**config.mk**
```make
export PLATFORM = sky130hd
export DESIGN_NAME = systolic_pe_acc
export DESIGN_NICKNAME = d
export VERILOG_FILES = /design/src/rtl/sa_pkg.sv /design/src/rtl/sa_sat_acc.sv /design/src/rtl/systolic_pe_acc.sv
export SDC_FILE = /design/constraint.sdc
export NUM_CORES = 1
export LEC_CHECK = 0
export ABC_AREA = 1
export BUFFER_PORTS_ARGS = -buffer_cell sky130_fd_sc_hd__buf_2
export CAP_MARGIN = 20
export CORE_MARGIN = 2
export CORE_UTILIZATION = 35
export DETAILED_ROUTE_END_ITERATION = 16
export GPL_TIMING_DRIVEN = 0
export RECOVER_POWER = 100
export SYNTH_ARGS = -nofsm -noshare
export SYNTH_HDL_FRONTEND = slang
export SYNTH_SLANG_ARGS = --single-unit
```
**constraint.sdc**
```tcl
create_clock -name clk -period 6.4 [get_ports clk]
set_clock_uncertainty 0.1 [all_clocks]
set_input_delay 1.28 -clock clk [delete_from_list [all_inputs] [get_ports clk]]
set_output_delay 1.28 -clock clk [all_outputs]
set_load 0.1 [all_outputs]
```
**src/rtl/sa_pkg.sv**
```systemverilog
// Shared definitions for the systolic array: default widths, drain hold state,
// and the per-mode saturation limits used by the accumulators.
package sa_pkg;

  localparam int DEF_DATA_WIDTH = 16;
  localparam int DEF_ACC_WIDTH  = 40;
  localparam int LIMIT_WIDTH    = 128;

  typedef enum logic {
    EMPTY = 1'b0,
    FULL  = 1'b1
  } hold_state_e;

  // Limits are computed wide and cut to the accumulator width by the caller.
  function automatic logic [LIMIT_WIDTH-1:0] sat_hi(input logic signed_mode, input int width);
    logic [LIMIT_WIDTH-1:0] one;
    one = {{(LIMIT_WIDTH-1){1'b0}}, 1'b1};
    if (signed_mode) sat_hi = (one << (width - 1)) - one;
    else             sat_hi = (one << width) - one;
  endfunction

  function automatic logic [LIMIT_WIDTH-1:0] sat_lo(input logic signed_mode, input int width);
    logic [LIMIT_WIDTH-1:0] one;
    one = {{(LIMIT_WIDTH-1){1'b0}}, 1'b1};
    if (signed_mode) sat_lo = one << (width - 1);
    else             sat_lo = '0;
  endfunction

endpackage

```
**src/rtl/sa_sat_acc.sv**
```systemverilog
// Combinational saturating accumulate: extends a product to the accumulator
// width, adds it, and clips to the signed or unsigned range.
module sa_sat_acc
  import sa_pkg::*;
#(
  parameter int DATA_WIDTH = DEF_DATA_WIDTH,
  parameter int ACC_WIDTH  = DEF_ACC_WIDTH
) (
  input  logic                    signed_mode,
  input  logic [ACC_WIDTH-1:0]    acc,
  input  logic [2*DATA_WIDTH-1:0] prod,
  output logic [ACC_WIDTH-1:0]    sum_clip,
  output logic                    sat
);

  localparam logic [ACC_WIDTH-1:0] HI_S = ACC_WIDTH'(sat_hi(1'b1, ACC_WIDTH));
  localparam logic [ACC_WIDTH-1:0] LO_S = ACC_WIDTH'(sat_lo(1'b1, ACC_WIDTH));
  localparam logic [ACC_WIDTH-1:0] HI_U = ACC_WIDTH'(sat_hi(1'b0, ACC_WIDTH));

  logic [ACC_WIDTH:0] acc_x;
  logic [ACC_WIDTH:0] prod_x;
  logic [ACC_WIDTH:0] sum_x;

  // One guard bit is enough: signed overflow shows as the top two bits
  // disagreeing, unsigned overflow as a carry out.
  always_comb begin
    acc_x    = {signed_mode & acc[ACC_WIDTH-1], acc};
    prod_x   = {{(ACC_WIDTH + 1 - 2*DATA_WIDTH){signed_mode & prod[2*DATA_WIDTH-1]}}, prod};
    sum_x    = acc_x + prod_x;
    sum_clip = sum_x[ACC_WIDTH-1:0];
    sat      = 1'b0;
    if (signed_mode) begin
      if (sum_x[ACC_WIDTH] != sum_x[ACC_WIDTH-1]) begin
        sat      = 1'b1;
        sum_clip = sum_x[ACC_WIDTH] ? LO_S : HI_S;
      end
    end else if (sum_x[ACC_WIDTH]) begin
      sat      = 1'b1;
      sum_clip = HI_U;
    end
  end

endmodule

```
**src/rtl/systolic_pe_acc.sv**
```systemverilog
// Output-stationary systolic PE: forwards operands east/south, runs a two-stage
// MAC into a saturating accumulator, and hands finished tiles to a drain chain.
module systolic_pe_acc
  import sa_pkg::*;
#(
  parameter int DATA_WIDTH = DEF_DATA_WIDTH,
  parameter int ACC_WIDTH  = DEF_ACC_WIDTH
) (
  input  logic                  clk,
  input  logic                  rst,
  input  logic                  en,
  input  logic                  signed_mode,
  input  logic [DATA_WIDTH-1:0] in_west_data,
  input  logic                  in_west_valid,
  input  logic                  in_west_last,
  input  logic [DATA_WIDTH-1:0] in_north_data,
  input  logic                  in_north_valid,
  output logic [DATA_WIDTH-1:0] out_east_data,
  output logic                  out_east_valid,
  output logic                  out_east_last,
  output logic [DATA_WIDTH-1:0] out_south_data,
  output logic                  out_south_valid,
  input  logic                  drain_load,
  input  logic                  drain_shift,
  input  logic [ACC_WIDTH-1:0]  drain_in,
  input  logic                  drain_in_valid,
  output logic [ACC_WIDTH-1:0]  drain_out,
  output logic                  drain_out_valid,
  output logic                  sat_flag,
  output logic                  overrun_flag,
  input  logic                  clr_flags
);

  if (ACC_WIDTH < 2*DATA_WIDTH || ACC_WIDTH >= LIMIT_WIDTH) begin : g_width_check
    $error("systolic_pe_acc: ACC_WIDTH must be >= 2*DATA_WIDTH and < LIMIT_WIDTH");
  end

  logic [2*DATA_WIDTH-1:0] a_x;
  logic [2*DATA_WIDTH-1:0] b_x;
  logic [2*DATA_WIDTH-1:0] prod;
  logic                    fire;

  logic [2*DATA_WIDTH-1:0] p_reg;
  logic                    p_valid;
  logic                    p_last;

  logic [ACC_WIDTH-1:0]    acc;
  logic [ACC_WIDTH-1:0]    hold;
  logic [ACC_WIDTH-1:0]    sum_clip;
  logic                    sat_hit;
  logic                    accept;
  logic                    commit;
  logic                    load;
  logic                    overrun_set;

  hold_state_e             state_q;
  hold_state_e             state_d;

  // Low half of a double-width product is correct for both modes once the
  // operands are sign- or zero-extended, so one multiplier serves both.
  always_comb begin
    a_x  = {{DATA_WIDTH{signed_mode & in_west_data[DATA_WIDTH-1]}}, in_west_data};
    b_x  = {{DATA_WIDTH{signed_mode & in_north_data[DATA_WIDTH-1]}}, in_north_data};
    prod = a_x * b_x;
  end

  assign fire   = en & in_west_valid & in_north_valid;
  assign accept = en & p_valid;
  assign commit = accept & p_last;
  assign load   = en & drain_load;

  always_ff @(posedge clk or posedge rst) begin
    if (rst) begin
      out_east_data   <= '0;
      out_east_valid  <= 1'b0;
      out_east_last   <= 1'b0;
      out_south_data  <= '0;
      out_south_valid <= 1'b0;
    end else if (en) begin
      out_east_data   <= in_west_data;
      out_east_valid  <= in_west_valid;
      out_east_last   <= in_west_last;
      out_south_data  <= in_north_data;
      out_south_valid <= in_north_valid;
    end
  end

  always_ff @(posedge clk or posedge rst) begin
    if (rst) begin
      p_reg   <= '0;
      p_valid <= 1'b0;
      p_last  <= 1'b0;
    end else if (en) begin
      p_valid <= fire;
      p_last  <= in_west_last & fire;
      if (fire) p_reg <= prod;
    end
  end

  sa_sat_acc #(
    .DATA_WIDTH (DATA_WIDTH),
    .ACC_WIDTH  (ACC_WIDTH)
  ) u_sat_acc (
    .signed_mode (signed_mode),
    .acc         (acc),
    .prod        (p_reg),
    .sum_clip    (sum_clip),
    .sat         (sat_hit)
  );

  // The last product of a tile goes to hold and restarts acc at zero, so the
  // next tile can follow without a bubble.
  always_ff @(posedge clk or posedge rst) begin
    if (rst) begin
      acc  <= '0;
      hold <= '0;
    end else begin
      if (accept) acc <= p_last ? '0 : sum_clip;
      if (commit) hold <= sum_clip;
    end
  end

  always_ff @(posedge clk or posedge rst) begin
    if (rst) state_q <= EMPTY;
    else     state_q <= state_d;
  end

  always_comb begin
    state_d     = state_q;
    overrun_set = 1'b0;
    unique case (state_q)
      EMPTY: if (commit) state_d = FULL;
      FULL: begin
        if (commit)    overrun_set = ~load;
        else if (load) state_d = EMPTY;
      end
      default: state_d = EMPTY;
    endcase
  end

  always_ff @(posedge clk or posedge rst) begin
    if (rst) begin
      drain_out       <= '0;
      drain_out_valid <= 1'b0;
    end else if (load) begin
      drain_out       <= hold;
      drain_out_valid <= (state_q == FULL);
    end else if (en & drain_shift) begin
      drain_out       <= drain_in;
      drain_out_valid <= drain_in_valid;
    end
  end

  // A set event in the same cycle as clr_flags keeps the flag set.
  always_ff @(posedge clk or posedge rst) begin
    if (rst) begin
      sat_flag     <= 1'b0;
      overrun_flag <= 1'b0;
    end else if (en) begin
      sat_flag     <= (accept & sat_hit) | (sat_flag & ~clr_flags);
      overrun_flag <= overrun_set | (overrun_flag & ~clr_flags);
    end
  end

endmodule

```
==> summary.txt <==
Place
  – DP HPWL: roughly 53000 um
  – IO Port Bufs: around 130
  – RePlAce Congestion: 0.924
  – Placed insts: around 4000

Cells and area
  – Largest registers: acc (40), drain_out (40), hold (40)
  – Non-filler cells, final: between 4000 and 5000
  – ANT cells: 0
  – Fillcell total: roughly 6700
  – Multi-input logic area: 0.0150 mm2
  – Layout area overhead: 14.4%
  – Post-layout util: between 40% and 50%
  – Register area: about 0.0048 mm2
  – Share of layout cells above drive strength 1: between 10% and 20%
  – NumNets Final: between 3000 and 4000

Timing
  – Setup violators final: 0
  – Hold Fails Final Rpt: 0
  – Slew @ Worst Pin: about 2.1 ns
  – RSZ-0062 raised after global routing: true
  – Final Max Tran Viols: roughly 160
  – Final period utilization: between 90% and 100%
  – Maximum clock rate: between 150 and 200 MHz
  – Min cycle time layout: between 6 and 7 ns
  – Max-slew headroom: -40.7%

Route
  – Drt wl/cell: about 16 um
  – DRT iter0 DRCs: between 1000 and 1500
  – Via density: 4.73
  – Via count: between 15000 and 20000
  – Final ANT Viol Nets: 0
  – Drt drc: 0
  – 1st-pass router iterations: 5
  – DRT Wirelength: around 64000 um

Floorplanning
  – Io pins: 161
  – Starting Density: 35.5%
  – Chip Width: 257 um
  – FP Rows: just over 90
  – DIE AREA: approximately 0.066 mm2
  – Core Area: roughly 0.063 mm2
  – Die height: approximately 260 um

CTS
  – Longest Clk Path Bufs: 2
  – Clock Latency Late Sink: 0.48 ns
  – Clk root buf: clkbuf_16
  – TritonCTS Buffers: 17
  – CTS sink count: between 150 and 200
  – Clock transition at path regs: ~0.090 ns
  – CTS tree: done
  – Maximum level of the CTS H-tree: 4
  – CTS hold repair buffers: 0

Yosys
  – Synthesized flop and latch total: just under 200
  – Synth Flop Type: dfrtp_1
  – Syn_nets: ~3500
  – Avg Inst Size Synth: ~7.4 um2
  – Sequential area share after synthesis: between 20% and 30%
  – Largest family of logic cells by synthesized area: adder cells
  – Post-synth ARST share: 100%
  – Top cell type's share of synthesized area: about a quarter
  – Synth warn: 0
  – Simple-gate portion of the synthesized area: 24.8%
  – Mux share of post-synthesis cell area: 1.76%
  – Synth unique cells: 37
  – Xor/xnor share of the synthesized area: under 10%
  – Synth area leader: fa_1
  – Number of flops mapped to enable cells by yosys: 0
  – Mapped Cells: ~3000
  – Area of the mapped netlist: around 0.022 mm2
  – Synth Area in Compound Gates: a little under 5%
  – Synth area leaders: fa_1 25%, dfrtp_1 22%, nand2_1 16%
  – Synth Area in Adders: approximately 32%

GRT
  – Number of global-route vias before repair: roughly 19000
  – Initial antenna violation count: 1
  – Global-route wire length before repair: roughly 100000 um
  – GRT Overall Usage: 20.2%
  – Pin count of the biggest net entering global routing: 42
  – Remaining global-route overflow: 0

Flow run
  – # Max-Cap Violations: 4

Critical path
  – CP Class: input port to flip-flop
  – WP data arrival: about 6.5 ns
  – CP required: 6.64 ns
  – Setup crit end kind: flip-flop
  – Maximum fanout along the worst path: 10
  – Setup crit start kind: input port

Run status
  – Status: finished with violations
  – Failing checks: max-capacitance violations, max-slew violations

Worst hold path
  – Tightest Hold Check Type: flip-flop to flip-flop
==> placed cells by master (no fill, tap or decap), types with 8 or more instances in the layout <==
cell type / count
nand3_2: 10
nand2_2: 13
clkbuf_1: 123
buf_6: 13
clkbuf_2: 14
nand3_1: 152
clkbuf_16: 19
buf_2: 55
ha_4: 15
o21ai_1: 8
nand4_1: 35
nor2_1: 148
nor2_2: 17
buf_4: 21
ha_1: 105
inv_1: 651
fa_1: 276
o21ai_0: 110
clkbuf_4: 10
or2_2: 12
clkbuf_8: 8
dfrtp_1: 193
xor2_1: 27
a21oi_1: 45
a21oi_2: 10
xnor2_1: 9
nand2_1: 951
mux2_2: 35
==> layout make-up <==
class | count | share of cell area [%]
clock inverters | 15 | 0.861
clock buffers | 17 | 1.66
inverters | 663 | 9.80
multi-input cells | 2041 | 58.5
plain buffers | 119 | 3.50
well taps | 846 | 4.14
flip-flops and latches | 193 | 18.9
repair buffers | 141 | 2.63
==> cells by family after synthesis <==
group / after synthesis
compound gates: 205
xor+xnor: 36
fa+ha+maj: 406
buf+inv: 784
flops: 193
mux: 35
simple gates: 1359
==> through the flow <==
step | setup slack [ns] | cell area [um2] | setup TNS (ns) | hold WS (ns)
CTS | 0.000237 | 25300 | 0 | 0.389
detailed placement | -1.16 | 24400 | -19.06 | 0.368
global route | -0.0538 | 25600 | -0.170 | 0.402
finish | 0.114 | 25600 | 0 | 0.387
floorplan | -0.0934 | 22600 | -0.0934 | 0.349
global placement | -1.20 | 24300 | -18.95 | 0.362
==> Yosys cell counts (all sizes together), types with 2 or more instances <==
master  count
a211oi      2
a21boi      5
a21o        6
a21oi      57
a31oi       2
buf        16
clkbuf    105
clkinv      2
dfrtp     193
fa        283
ha        123
inv       661
mux2       35
nand2     966
nand3     162
nand3b      2
nand4      35
nor2      170
nor3       11
o211ai      2
o21ai     122
o21bai      7
or2        12
xnor2       9
xor2       27
==> what timing repair did <==
action | 4_1_cts | 5_1_grt
pin swaps | 2 | 32
gates cloned | 0 | 0
buffers inserted | 1 | 10
endpoints found under the setup margin | 20 | 19
resized for setup | 84 | 152
==> critical path, cell delays in order <==
cell and delay [ns]:
clkbuf_8 0.16, clkbuf_8 0.20, nand2_1 0.09, fa_1 0.54, inv_1 0.06, fa_1 0.53
inv_1 0.05, fa_1 0.50, inv_1 0.05, fa_1 0.53, fa_1 0.50, inv_1 0.05
fa_1 0.47, inv_1 0.06, ha_4 0.29, nand2_1 0.08, nor2_2 0.11, inv_1 0.09
nor3_2 0.23, a21oi_1 0.14, o21ai_1 0.24, xnor2_1 0.17, o21ai_0 0.10
==> routing by layer <==
layer | share of wire (%) | vias up | wire length, um | GRT usage (%)
met5 | 0 | - | 0 | 0
met4 | 2.3 | 0 | 1500 | 5.67
met3 | 5.9 | 73 | 3760 | 2.58
met2 | 46 | 507 | 29400 | 33.0
met1 | 46 | 9193 | 29500 | 28.2
li1 | - | 9305 | - | -
==> path summary, 6_finish.rpt <==
kind	from	endpoint	slack [ns]	cells after the start
max	in_west_data[12]	p_reg[18]	0.11	23
min	hold[32]	hold[32]	0.39	2
max reg2reg	p_reg[31]	hold[20]	1.19	18
min reg2reg	hold[32]	hold[32]	0.39	2
max in group asynchronous	rst	drain_out[31]	1.01	4
min in group asynchronous	rst	out_south_data[2]	1.08	2
Power is not shown: default switching activity piles up to over one toggle a cycle in this logic, so the estimate is an artifact.
